**src/rtl/arith_pkg.sv**
```systemverilog
// Shared definitions for the serial arithmetic cells: FSM state encoding
// and the counter-width helper.
package arith_pkg;

    typedef enum logic [1:0] {
        IDLE  = 2'd0,
        SHIFT = 2'd1,
        DONE  = 2'd2
    } state_t;

    // Counter must hold 0..width, so it needs clog2(width+1) bits.
    function automatic int cnt_width(input int width);
        return $clog2(width + 1);
    endfunction

endpackage

```
**src/rtl/full_subtractor.sv**
```systemverilog
// One-bit full subtractor: d = ai - bi - bin, bout set on underflow.
module full_subtractor (
    input  logic ai,
    input  logic bi,
    input  logic bin,
    output logic d,
    output logic bout
);

    assign d    = ai ^ bi ^ bin;
    assign bout = (~ai & bi) | (~(ai ^ bi) & bin);

endmodule

```
**src/rtl/serial_subtractor.sv**
```systemverilog
// Bit-serial unsigned subtractor: diff = a - b, one bit per clock LSB first,
// start/done handshake with the result held until the next operation.
module serial_subtractor
    import arith_pkg::*;
#(
    parameter int WIDTH = 8
) (
    input  logic             clk,
    input  logic             rst,
    input  logic             start,
    input  logic [WIDTH-1:0] a,
    input  logic [WIDTH-1:0] b,
    output logic             busy,
    output logic             done,
    output logic [WIDTH-1:0] diff,
    output logic             borrow_out
);

    localparam int CW = cnt_width(WIDTH);

    state_t           state;
    state_t           state_next;
    logic [WIDTH-1:0] a_sh;
    logic [WIDTH-1:0] b_sh;
    logic [WIDTH-1:0] dsh;
    logic             borrow;
    logic [CW-1:0]    cnt;
    logic             d;
    logic             bout;
    logic             last;
    logic             load;

    full_subtractor u_fs (
        .ai  (a_sh[0]),
        .bi  (b_sh[0]),
        .bin (borrow),
        .d   (d),
        .bout(bout)
    );

    assign last = (cnt == CW'(WIDTH - 1));
    // A start is taken whenever no shift is in flight, including the DONE cycle.
    assign load = start && (state != SHIFT);

    always_ff @(posedge clk or posedge rst) begin
        if (rst) state <= IDLE;
        else     state <= state_next;
    end

    always_comb begin
        state_next = state;
        case (state)
            IDLE:    if (start) state_next = SHIFT;
            SHIFT:   if (last)  state_next = DONE;
            DONE:    state_next = start ? SHIFT : IDLE;
            default: state_next = IDLE;
        endcase
    end

    always_comb begin
        busy = (state == SHIFT);
        done = (state == DONE);
    end

    always_ff @(posedge clk or posedge rst) begin
        if (rst) begin
            a_sh       <= '0;
            b_sh       <= '0;
            dsh        <= '0;
            borrow     <= 1'b0;
            cnt        <= '0;
            diff       <= '0;
            borrow_out <= 1'b0;
        end else if (load) begin
            a_sh   <= a;
            b_sh   <= b;
            dsh    <= '0;
            borrow <= 1'b0;
            cnt    <= '0;
        end else if (state == SHIFT) begin
            a_sh   <= a_sh >> 1;
            b_sh   <= b_sh >> 1;
            dsh    <= {d, dsh[WIDTH-1:1]};
            borrow <= bout;
            cnt    <= cnt + 1'b1;
            // Publish on the DONE-entry edge, folding in the final bit directly.
            if (last) begin
                diff       <= {d, dsh[WIDTH-1:1]};
                borrow_out <= bout;
            end
        end
    end

endmodule
```
**config.mk**
```make
export PLATFORM = sky130hd
export DESIGN_NAME = serial_subtractor
export DESIGN_NICKNAME = d
export VERILOG_FILES = /design/src/rtl/arith_pkg.sv /design/src/rtl/full_subtractor.sv /design/src/rtl/serial_subtractor.sv
export SDC_FILE = /design/constraint.sdc
export NUM_CORES = 1
export LEC_CHECK = 0
export CAP_MARGIN = 20
export CORE_MARGIN = 5
export CORE_UTILIZATION = 40
export CTS_BUF_LIST = sky130_fd_sc_hd__clkbuf_4
export DETAILED_ROUTE_END_ITERATION = 10
export HOLD_SLACK_MARGIN = 0.12
export SLEW_MARGIN = 20
export SYNTH_ARGS = -nofsm -noshare
export SYNTH_HDL_FRONTEND = slang
export SYNTH_HIERARCHICAL = 1
export SYNTH_SLANG_ARGS = --single-unit
export TNS_END_PERCENT = 1
```
**constraint.sdc**
```tcl
create_clock -name clk -period 1.8 [get_ports clk]
set_input_delay 0.18 -clock clk [delete_from_list [all_inputs] [get_ports clk]]
set_output_delay 0.18 -clock clk [all_outputs]
set_load 0.02 [all_outputs]
```
==> flow_metrics.py <==
metrics = {
    "sta": {
        "rsz0062_at_grt": "false",
        "whs_ns": 0.229,
        "totalNegativeSetupSlack_ns": 0,
        "min_period_ns": 1.63,
        "post-route-period-util_pct": 90.8,
        "skew_ns": 0.00404,
        "relSlewSlack_pct": 66.6,
        "drv_slew": 0,
        "worst_pin_slew_ns": 0.500,
        "max_freq_mhz": 612,
        "finalSetupViolCount": 0,
        "hold_violations": 0,
    },
    "worst_setup_path": {
        "r2r-end": "diff[7]$_DFFE_PP0P_",
        "critPathRequiredTime_ns": 2.04,
        "arrival_ns": 1.88,
        "critical_path_class": "register to register",
        "r2r_setup_slack_ns": 0.17,
        "crit_start": "cnt[0]$_DFFE_PP0P_",
        "r2r_cells": 4,
        "end_kind": "register",
        "critPathMaxFanout": 10,
        "start_kind": "register",
        "rr_startpoint": "cnt[0]$_DFFE_PP0P_",
    },
    "drt": {
        "antenna_left": 0,
        "post_drt_wl_per_cell_um": 13.5,
        "wl_um": 3200,
        "drc": 0,
        "vias_per_cell": 4.89,
        "drt-pass1-iter-count": 4,
        "drtIter0Drc": 30,
        "vias": 1158,
    },
    "clocking": {
        "cts_tree": "done",
        "clk_latency_ns": 0.35,
        "cts.sinks": 39,
        "cts_root_buf": "clkbuf_4",
        "numCtsBuffers": 5,
        "htreeDepth": 2,
        "cts.path.max_buffers": 2,
        "postCtsSetupBuffers": 0,
        "clkSlewWorstSetupHoldPaths_ns": 0.12,
    },
    "place": {
        "place_area_um2": 2040,
        "io_buffer_count": 29,
        "gp_congestion": 0.733,
        "dp_cells": 229,
        "hpwl_um": 2250,
    },
    "power_and_ir_drop": {
        "clockPowerShare_pct": 13.9,
        "vdd_drop_max_uv": 664,
        "p_per_area_nw_per_um2": 1520,
        "p_int_mw": 1.98,
        "combinationalPowerShare_pct": 39.4,
        "p_leak_nw": 0.955,
        "p_seq_share_pct": 46.7,
        "power.switching_mw": 1.20,
        "switching_share_pct": 37.7,
    },
    "finish": {
        "final_cells": 237,
        "area_growth_pct": 24.1,
        "final_common_cell": "dfrtp_1",
        "nets": 207,
        "fin_util_pct": 51.9,
        "antenna_cells": 0,
        "stdcell_area_um2": 2090,
        "final_cell_mix": "dfrtp_1 (39), nand2_1 (34), clkdlybuf4s50_1 (27)",
        "drive_gt1_share_pct": 13.9,
    },
    "synth": {
        "synth-async-reset-ratio_pct": 100,
        "netlist_area_um2": 1690,
        "yosysWarnings": 6,
        "synth_cell_types": 19,
        "ys_seq_elements": 39,
        "synth_area_per_cell_um2": 11.0,
        "syn_nets": 174,
        "ys.flop_type": "dfrtp_1",
        "synth_seq_area_share_pct": 57.9,
        "syn_inst": 153,
        "synth-edff-count": 0,
    },
    "floorplan": {
        "coreArea_um2": 4030,
        "io_pins": 30,
        "fp-row-count": 23,
        "die_h_um": 74.9,
        "initial_core_util_pct": 41.8,
        "fp.dieW_um": 74.9,
        "dieArea_um2": 5610,
    },
    "global_route": {
        "grt_use_total_pct": 12.9,
        "overflow": 0,
        "grt_pass1_wl_um": 5480,
        "grt_pass1_vias": 1231,
        "grt_antenna_before_repair": 0,
        "grt_start_max_net_pins": 40,
    },
    "worst_hold_path": {
        "hp-class": "input pin to asynchronous set/reset pin",
    },
    "job": {
        "drv_cap": 0,
    },
    "run_status": {
        "status": "complete, no violations",
    },
}
-- synthesized netlist by cell type (all sizes together), types with 2 or more instances --
master / instances / area share, %
buf: 2 / 0.74
nand3: 4 / 1.2
inv: 5 / 1.1
mux2: 10 / 6.7
clkbuf: 6 / 1.3
nor2: 2 / 0.45
dfrtp: 39 / 58
o21ai: 26 / 7.7
nand2: 34 / 7.6
nor3: 2 / 1.3
mux2i: 17 / 10
-- final cells by class --
| cell class | count | area [um2] |
|---|---|---|
| Tap cell | 50 | 62.6 |
| Clock buffer | 5 | 37.5 |
| Sequential cell | 39 | 976 |
| Multi-Input combinational cell | 100 | 652 |
| Fill cell | 369 | 1940 |
| Inverter | 6 | 22.5 |
| Clock inverter | 3 | 15.0 |
| Timing Repair Buffer | 34 | 325 |
-- registers in the layout, indices dropped and copies added (netlist names) --
name        flops
cnt             4
a_sh            8
dsh             7
diff            8
b_sh            8
state           2
borrow_out      1
borrow          1
-- through the flow --
stage / setup slack (ns) / power, mW
5_1_grt: 0.0706 / 3.46
6_report: 0.166 / 3.18
2_1_floorplan: 0.380 / 2.29
4_1_cts: 0.151 / 3.23
3_5_place_dp: 0.172 / 2.80
3_3_place_gp: 0.238 / 2.73
-- layer usage --
metal / vias to the layer above / global-route usage, % / wire length [um]
met3: 7 / 3.87 / 168
met2: 22 / 21.6 / 1600
met4: 0 / 5.73 / 50
li1: 576 / - / -
met1: 553 / 15.4 / 1380
met5: - / 0 / 0
-- worst max path at each step --
stage | end | slack (ns) | cells past startpoint
after global routing | diff[7]$_DFFE_PP0P_ | 0.07 | 4
after CTS | diff[7]$_DFFE_PP0P_ | 0.15 | 4
after detailed placement | diff[7]$_DFFE_PP0P_ | 0.17 | 4
final | diff[7]$_DFFE_PP0P_ | 0.17 | 4
after floorplan | borrow_out$_DFFE_PP0P_ | 0.38 | 4
after global placement | diff[5]$_DFFE_PP0P_ | 0.24 | 4
-- power groups by stage --
stage	Clock (mW)	Combinational, mW	Sequential (mW)
floorplan	0	0.712	1.58
global placement	0	1.24	1.49
detailed placement	0	1.29	1.51
CTS	0.457	1.28	1.49
global route	0.482	1.43	1.54
finish	0.441	1.25	1.48
-- kinds of logic (layout without fill, tap and decap cells) --
family | after synthesis | in the layout | share of synthesized area [%]
DFF | 39 | 39 | 57.9
muxes | 27 | 27 | 16.8
adders and majority gates | 2 | 2 | 1.93
AOI/OAI and AO/OA | 26 | 26 | 7.72
and+or+nand+nor | 45 | 45 | 12.2
buffers and inverters | 14 | 48 | 3.41
-- repair_timing --
action                                  CTS  global route
hold buffers                              0             0
gates resized for setup                   2             0
endpoints found under the setup margin    2             0
-- worst max-delay path: stages (launching register included) --
cell	delay, ns
dfrtp_1	0.41
ha_1	0.21
nand2_1	0.11
nor3_4	0.41
mux2_2	0.40
(Power assumes the default switching activity.)
